### config.mk
export PLATFORM = sky130hd
export DESIGN_NAME = packetizer_serial
export DESIGN_NICKNAME = d
export VERILOG_FILES = /design/src/rtl/noc_pkt_pkg.sv /design/src/rtl/flit_slicer.sv /design/src/rtl/packetizer_serial.sv
export SDC_FILE = /design/constraint.sdc
export NUM_CORES = 1
export LEC_CHECK = 0
export ABC_AREA = 1
export CORE_MARGIN = 3
export CORE_UTILIZATION = 38
export CTS_BUF_LIST = sky130_fd_sc_hd__clkbuf_8
export DETAILED_ROUTE_END_ITERATION = 16
export GPL_ROUTABILITY_DRIVEN = 0
export MAX_ROUTING_LAYER = met4
export PLACE_DENSITY = 0.73
export SLEW_MARGIN = 20
export SYNTH_ARGS = -nofsm -noshare
export SYNTH_HDL_FRONTEND = slang
export SYNTH_SLANG_ARGS = --single-unit
### constraint.sdc
create_clock -name clk -period 3.2 [get_ports clk]
set_clock_uncertainty 0.05 [all_clocks]
set_input_delay 0.64 -clock clk [delete_from_list [all_inputs] [get_ports clk]]
set_output_delay 0.64 -clock clk [all_outputs]
set_load 0.02 [all_outputs]
### src/rtl/noc_pkt_pkg.sv
// Shared definitions for the serial NoC packetizer and anything that needs
// to build or decode its flits (e.g. a depacketizer golden model).
//   - flit control-bit offsets, counted down from the flit MSB
//   - calc_num_flits(): number of flits needed to carry a payload word
//   - state_t: packetizer FSM states
package noc_pkt_pkg;

  // Offsets from the flit MSB: [FW-1] valid, [FW-2] head, [FW-3] tail.
  localparam int VALID_OFS  = 0;
  localparam int HEAD_OFS   = 1;
  localparam int TAIL_OFS   = 2;
  localparam int CTRL_BITS  = 3;

  typedef enum logic {
    IDLE = 1'b0,
    SEND = 1'b1
  } state_t;

  // The head flit carries the destination and therefore less payload than
  // body/tail flits; everything that does not fit in the head is spread over
  // BODY_PL-wide follow-on flits.
  function automatic int calc_num_flits(input int width_in, input int flit_width,
                                        input int addr_w, input int vc_w);
    int head_pl;
    int body_pl;
    head_pl = flit_width - CTRL_BITS - addr_w - vc_w;
    body_pl = flit_width - CTRL_BITS - vc_w;
    if (width_in <= head_pl) return 1;
    return 1 + (width_in - head_pl + body_pl - 1) / body_pl;
  endfunction

endpackage

### src/rtl/flit_slicer.sv
// Combinational flit builder: selects flit number idx of a packet carrying
// (data, dst, vc) and formats it as
//   head flit : {valid, head=1, tail, vc, dst, payload[HEAD_PL]}
//   body/tail : {valid, head=0, tail, vc, payload[BODY_PL]}
// Payload is taken MSB first, left-aligned in its field, zero-padded below.
// Ports:
//   data [WIDTH_IN]         payload word
//   dst  [ADDRESS_WIDTH]    destination router
//   vc   [VC_ADDRESS_WIDTH] virtual channel
//   idx  [CNT_W]            flit index within the packet (0 = head)
//   flit [FLIT_WIDTH]       formatted flit
module flit_slicer
  import noc_pkt_pkg::*;
#(
  parameter  int ADDRESS_WIDTH    = 4,
  parameter  int VC_ADDRESS_WIDTH = 1,
  parameter  int WIDTH_IN         = 20,
  parameter  int FLIT_WIDTH       = 12,
  localparam int HEAD_PL   = FLIT_WIDTH - CTRL_BITS - ADDRESS_WIDTH - VC_ADDRESS_WIDTH,
  localparam int BODY_PL   = FLIT_WIDTH - CTRL_BITS - VC_ADDRESS_WIDTH,
  localparam int NUM_FLITS = calc_num_flits(WIDTH_IN, FLIT_WIDTH, ADDRESS_WIDTH,
                                            VC_ADDRESS_WIDTH),
  localparam int CNT_W     = (NUM_FLITS > 1) ? $clog2(NUM_FLITS) : 1
) (
  input  logic [WIDTH_IN-1:0]         data,
  input  logic [ADDRESS_WIDTH-1:0]    dst,
  input  logic [VC_ADDRESS_WIDTH-1:0] vc,
  input  logic [CNT_W-1:0]            idx,
  output logic [FLIT_WIDTH-1:0]       flit
);

  // The word is left-aligned in a vector with at least BODY_PL spare zero
  // bits at the bottom, so any flit's slice (including the padded last one,
  // or a body slice when NUM_FLITS is 1) stays in range.
  localparam int EXT_W = HEAD_PL + NUM_FLITS * BODY_PL;

  logic [EXT_W-1:0] ext;
  logic [EXT_W-1:0] shifted;
  int               shift_amt;
  logic             last;

  always_comb begin
    ext       = {data, {(EXT_W - WIDTH_IN){1'b0}}};
    shifted   = ext;
    shift_amt = 0;
    last      = (idx == CNT_W'(NUM_FLITS - 1));
    flit      = '0;
    flit[FLIT_WIDTH-1-VALID_OFS] = 1'b1;
    flit[FLIT_WIDTH-1-HEAD_OFS]  = (idx == '0);
    flit[FLIT_WIDTH-1-TAIL_OFS]  = last;
    flit[FLIT_WIDTH-1-CTRL_BITS -: VC_ADDRESS_WIDTH] = vc;
    if (idx == '0) begin
      flit[FLIT_WIDTH-1-CTRL_BITS-VC_ADDRESS_WIDTH -: ADDRESS_WIDTH] = dst;
      flit[HEAD_PL-1:0] = ext[EXT_W-1 -: HEAD_PL];
    end else begin
      // Skip the head payload and the preceding body flits.
      shift_amt         = HEAD_PL + (int'(idx) - 1) * BODY_PL;
      shifted           = ext << shift_amt;
      flit[BODY_PL-1:0] = shifted[EXT_W-1 -: BODY_PL];
    end
  end

endmodule

### src/rtl/packetizer_serial.sv
// Serial packetizer: accepts one (data, dst, vc) word and streams it as
// NUM_FLITS flits, one per cycle, onto a FLIT_WIDTH-wide injection port.
// Ports:
//   clk, rst_n        clock, synchronous active-low reset
//   data_in/dst_in/vc_in, valid_in, ready_out   upstream word interface
//   data_out, valid_out, ready_in               downstream flit interface
//   busy              high while a packet is in flight
//   fsm_state         current FSM state (observation only)
// Handshake: a transfer happens on a clock edge where valid & ready are both
// high. valid is never withdrawn and its data never changes until the
// transfer occurs. ready_out is combinational from ready_in, so a new word
// can be taken on the same edge as the previous packet's tail.
module packetizer_serial
  import noc_pkt_pkg::*;
#(
  parameter  int ADDRESS_WIDTH    = 4,
  parameter  int VC_ADDRESS_WIDTH = 1,
  parameter  int WIDTH_IN         = 20,
  parameter  int FLIT_WIDTH       = 12,
  localparam int NUM_FLITS = calc_num_flits(WIDTH_IN, FLIT_WIDTH, ADDRESS_WIDTH,
                                            VC_ADDRESS_WIDTH),
  localparam int CNT_W     = (NUM_FLITS > 1) ? $clog2(NUM_FLITS) : 1
) (
  input  logic                        clk,
  input  logic                        rst_n,
  input  logic [WIDTH_IN-1:0]         data_in,
  input  logic [ADDRESS_WIDTH-1:0]    dst_in,
  input  logic [VC_ADDRESS_WIDTH-1:0] vc_in,
  input  logic                        valid_in,
  output logic                        ready_out,
  output logic [FLIT_WIDTH-1:0]       data_out,
  output logic                        valid_out,
  input  logic                        ready_in,
  output logic                        busy,
  output state_t                      fsm_state
);

  logic [WIDTH_IN-1:0]         data_q;
  logic [ADDRESS_WIDTH-1:0]    dst_q;
  logic [VC_ADDRESS_WIDTH-1:0] vc_q;
  logic [CNT_W-1:0]            idx;

  logic [WIDTH_IN-1:0]         sel_data;
  logic [ADDRESS_WIDTH-1:0]    sel_dst;
  logic [VC_ADDRESS_WIDTH-1:0] sel_vc;
  logic [CNT_W-1:0]            sel_idx;
  logic [FLIT_WIDTH-1:0]       next_flit;
  logic                        last;
  logic                        accept;

  assign last      = (idx == CNT_W'(NUM_FLITS - 1));
  assign ready_out = (fsm_state == IDLE) | ((fsm_state == SEND) & last & ready_in);
  assign accept    = valid_in & ready_out;

  // One slicer serves both cases: on accept it formats the head of the
  // incoming word, otherwise the next flit of the latched word.
  always_comb begin
    sel_data = data_q;
    sel_dst  = dst_q;
    sel_vc   = vc_q;
    sel_idx  = idx + CNT_W'(1);
    if (accept) begin
      sel_data = data_in;
      sel_dst  = dst_in;
      sel_vc   = vc_in;
      sel_idx  = '0;
    end
  end

  flit_slicer #(
    .ADDRESS_WIDTH    (ADDRESS_WIDTH),
    .VC_ADDRESS_WIDTH (VC_ADDRESS_WIDTH),
    .WIDTH_IN         (WIDTH_IN),
    .FLIT_WIDTH       (FLIT_WIDTH)
  ) u_slicer (
    .data (sel_data),
    .dst  (sel_dst),
    .vc   (sel_vc),
    .idx  (sel_idx),
    .flit (next_flit)
  );

  always_ff @(posedge clk) begin
    if (!rst_n) begin
      fsm_state <= IDLE;
      valid_out <= 1'b0;
      data_out  <= '0;
      busy      <= 1'b0;
      idx       <= '0;
      data_q    <= '0;
      dst_q     <= '0;
      vc_q      <= '0;
    end else begin
      case (fsm_state)
        IDLE: begin
          if (accept) begin
            data_q    <= data_in;
            dst_q     <= dst_in;
            vc_q      <= vc_in;
            idx       <= '0;
            data_out  <= next_flit;
            valid_out <= 1'b1;
            busy      <= 1'b1;
            fsm_state <= SEND;
          end
        end
        SEND: begin
          // valid_out is always high here, so ready_in alone is the handshake.
          if (ready_in) begin
            if (!last) begin
              idx      <= sel_idx;
              data_out <= next_flit;
            end else if (accept) begin
              // Tail leaves and the next head follows with no idle cycle.
              data_q   <= data_in;
              dst_q    <= dst_in;
              vc_q     <= vc_in;
              idx      <= '0;
              data_out <= next_flit;
            end else begin
              idx       <= '0;
              data_out  <= '0;
              valid_out <= 1'b0;
              busy      <= 1'b0;
              fsm_state <= IDLE;
            end
          end
        end
      endcase
    end
  end

endmodule

==> out/qor.txt <==
Clock sinks -> 41
Crit path kind -> register to output port
Layer with the highest usage -> met2
Starting Density -> 0.4010
Leakage -> 0.001095 uW
Combinational Power Share -> 0.241
Clock power frac -> 0.280
Unrepaired setup endpoints after global routing -> false
I/O pin count -> 45
Via density -> 4.649
# setup viols final -> 0
WHS Path Cells -> 2
# rows -> 25
Hold Buf Count CTS -> 0
VDD IR max -> 0.0002647 V
Core area -> 4848 sq um
Synth Register Bits -> 41
Clk slew on worst S/H paths -> 0.08 ns
Final Cycle Share -> 0.8729
F_max -> 358.0 MHz
Num CTS Buffers -> 5
CTS tree -> done
Largest net degree at the start of global routing -> 36
WP data required -> 2.51 ns
GRT overflow -> 0
DR pass1 iterations -> 4
Net Sw Frac -> 0.3042
Worst-Margin Slew -> 0.4764 ns
I/O Buffers -> 44
Post-Syn Nets -> 301
R2R Setup Slk -> 0.71 ns
Total negative slack -> 0 ns
Register area share after synthesis -> 0.4221
Skew-Pair Late Insertion Delay -> 0.30 ns
GR Util All Layers -> 0.1524
Crit path launch type -> register
Synth Area per Inst -> 7.228 sq um
Vias in the first global route -> 1557
DP HPWL -> 3123 um
Resize count post-CTS -> 0
Max cap viols -> 0
Reg-to-reg endpoint -> data_out[6]
Area growth from synthesis to layout -> 28.76%
Total Power -> 1173 uW
Sequential Power Share -> 0.479
Slew Limit Fails -> 0
PD cells -> 468.4 nW/um^2
Int Power -> 816.0 uW
Post-layout min period -> 2.793 ns
Min-delay src -> data_q[15]
Initial antenna violation count -> 0
Met1 GRT Util -> 0.1909
M3 GR Usage -> 0.04292
GR Layer Usage met2 -> 0.2383
First-pass GRT wire length -> 7107 um
Final Hold Fails -> 0
Library cells used by synthesis -> 24
Crit Path Max Fanout -> 11
Number of post-CTS setup repair buffers -> 0
Die Wd -> 77.53 um
Root Buffer -> clkbuf_8
CTS Buffer Depth -> 2
Die span in y -> 77.53 um
Die area -> 6011 sq um
Post-DR wirelength/cell -> 11.37 um
Crit path capture type -> output port
Layout cells sized above 1 -> 0.1026
First DRT Iteration DRCs -> 108
Htree depth -> 2
DRC Markers -> 0
Ant. Diodes -> 0
Slew headroom -> 0.6812
Yosys Warn Count -> 0
Hold WS -> 0.4115 ns
WHS Endpoint -> data_q[15]
Final wirelength -> 4309 um
Non-filler instance count after layout -> 379
Status -> finished clean
Mapped cell area -> 1944 sq um
R2R depth -> 15
Worst Hold Class -> register to register
Routed Antenna Nets -> 0
Nets -> 343
Cell Count Post-Placement -> 371
Critical path arrival -> 2.10 ns
Syn Inst Count -> 269
DR vias -> 1762
Reg-to-Reg Start -> idx[0]
Net switching power -> 356.7 uW
sequential cells by signal (all words and copies together), names as in the netlist:
name / count
data_q: 20
dst_q: 4
fsm_state: 1
idx: 2
data_out: 12
vc_q: 1
busy: 1
worst max path at each step:
stage | slack, ns | depth (start not counted) | to | startpoint
after floorplan | 0.82 | 17 | data_out[7] | idx[0]
after global placement | 0.51 | 6 | ready_out | ready_in
after detailed placement | 0.49 | 14 | data_out[6] | ready_in
after CTS | 0.39 | 7 | ready_out | idx[0]
after global routing | 0.25 | 7 | ready_out | idx[0]
final | 0.41 | 7 | ready_out | idx[0]
synth_stat cells:
cell / n / area [sq um]
nand4_1: 8 / 50.05
inv_2: 4 / 15.01
nor2_1: 15 / 56.30
a21oi_1: 23 / 115.1
o21ai_0: 15 / 75.07
buf_4: 4 / 30.03
o21ai_1: 1 / 5.000
buf_1: 1 / 3.750
buf_6: 2 / 22.52
nand3_1: 18 / 90.09
a21oi_2: 6 / 52.55
nand2_2: 7 / 43.79
inv_1: 31 / 116.4
o31ai_1: 1 / 7.510
nand3_4: 1 / 17.52
nand2_4: 1 / 11.26
ha_1: 3 / 37.54
clkbuf_1: 3 / 11.26
o211ai_1: 8 / 60.06
buf_2: 5 / 25.02
clkinv_1: 2 / 7.510
nand2_1: 66 / 247.7
a211oi_1: 3 / 22.52
dfxtp_1: 41 / 820.8
cells by family (layout without fill, tap and decap cells):
kind of cell | Yosys count | count (layout) | synth area share
AOI/OAI and AO/OA | 57 | 57 | 0.1737
adders and majority gates | 3 | 3 | 0.01931
buffers and inverters | 52 | 95 | 0.1190
DFF | 41 | 41 | 0.4221
and+or+nand+nor | 116 | 116 | 0.2658
per-stage QoR:
stage / utilization / area (sq um) / setup WS [ns]
global placement: 0.4994 / 2421 / 0.5097
finish: 0.5164 / 2504 / 0.4068
floorplan: - / 1944 / 0.8225
global route: 0.5164 / 2504 / 0.2504
detailed placement: 0.4994 / 2421 / 0.4864
CTS: 0.5164 / 2504 / 0.3947
worst max-delay path: stages, from the launching register on:
cell	delay (ns)
dfxtp_1	0.31
inv_1	0.27
ha_1	0.24
inv_1	0.06
nand2_2	0.18
nand2_1	0.10
inv_1	0.05
clkdlybuf4s50_1	0.59
cell type report:
cell class | count | area [sq um]
fillers | 472 | 2345
multi-input cells | 176 | 892.1
flip-flops and latches | 41 | 820.8
repair buffers | 50 | 485.5
inverters | 37 | 138.9
well taps | 67 | 83.83
clock buffers | 5 | 68.82
clock inverters | 3 | 13.76
power by group through the flow:
| stage | Clock [uW] | Combinational [uW] | Sequential (uW) |
|---|---|---|---|
| 6_report | 328 | 282 | 562 |
| 5_1_grt | 350 | 317 | 565 |
| 4_1_cts | 333 | 284 | 562 |
| 3_5_place_dp | 0 | 283 | 574 |
| 3_3_place_gp | 0 | 279 | 573 |
| 2_1_floorplan | 0 | 167 | 588 |
layer usage:
layer | vias to the layer above | part of all wire
met5 | - | 0
met4 | 0 | 0.013
met3 | 6 | 0.045
met2 | 31 | 0.45
met1 | 770 | 0.49
li1 | 955 | -
cells in the final DEF (no fill, tap or decap):
master,n
a21oi_2,6
o21ai_1,1
clkbuf_8,5
buf_4,6
nor2_1,15
a21oi_1,23
nand3_1,18
inv_1,32
nand2_4,1
clkinv_1,2
o211ai_1,8
o31ai_1,1
ha_1,3
nand3_4,1
o21ai_0,15
inv_2,4
dfxtp_1,41
nand4_1,8
nand2_2,7
nand2_1,66
a211oi_1,3
clkinv_2,2
clkdlybuf4s50_1,44
No activity file was read; power rests on OpenSTA's default activity.
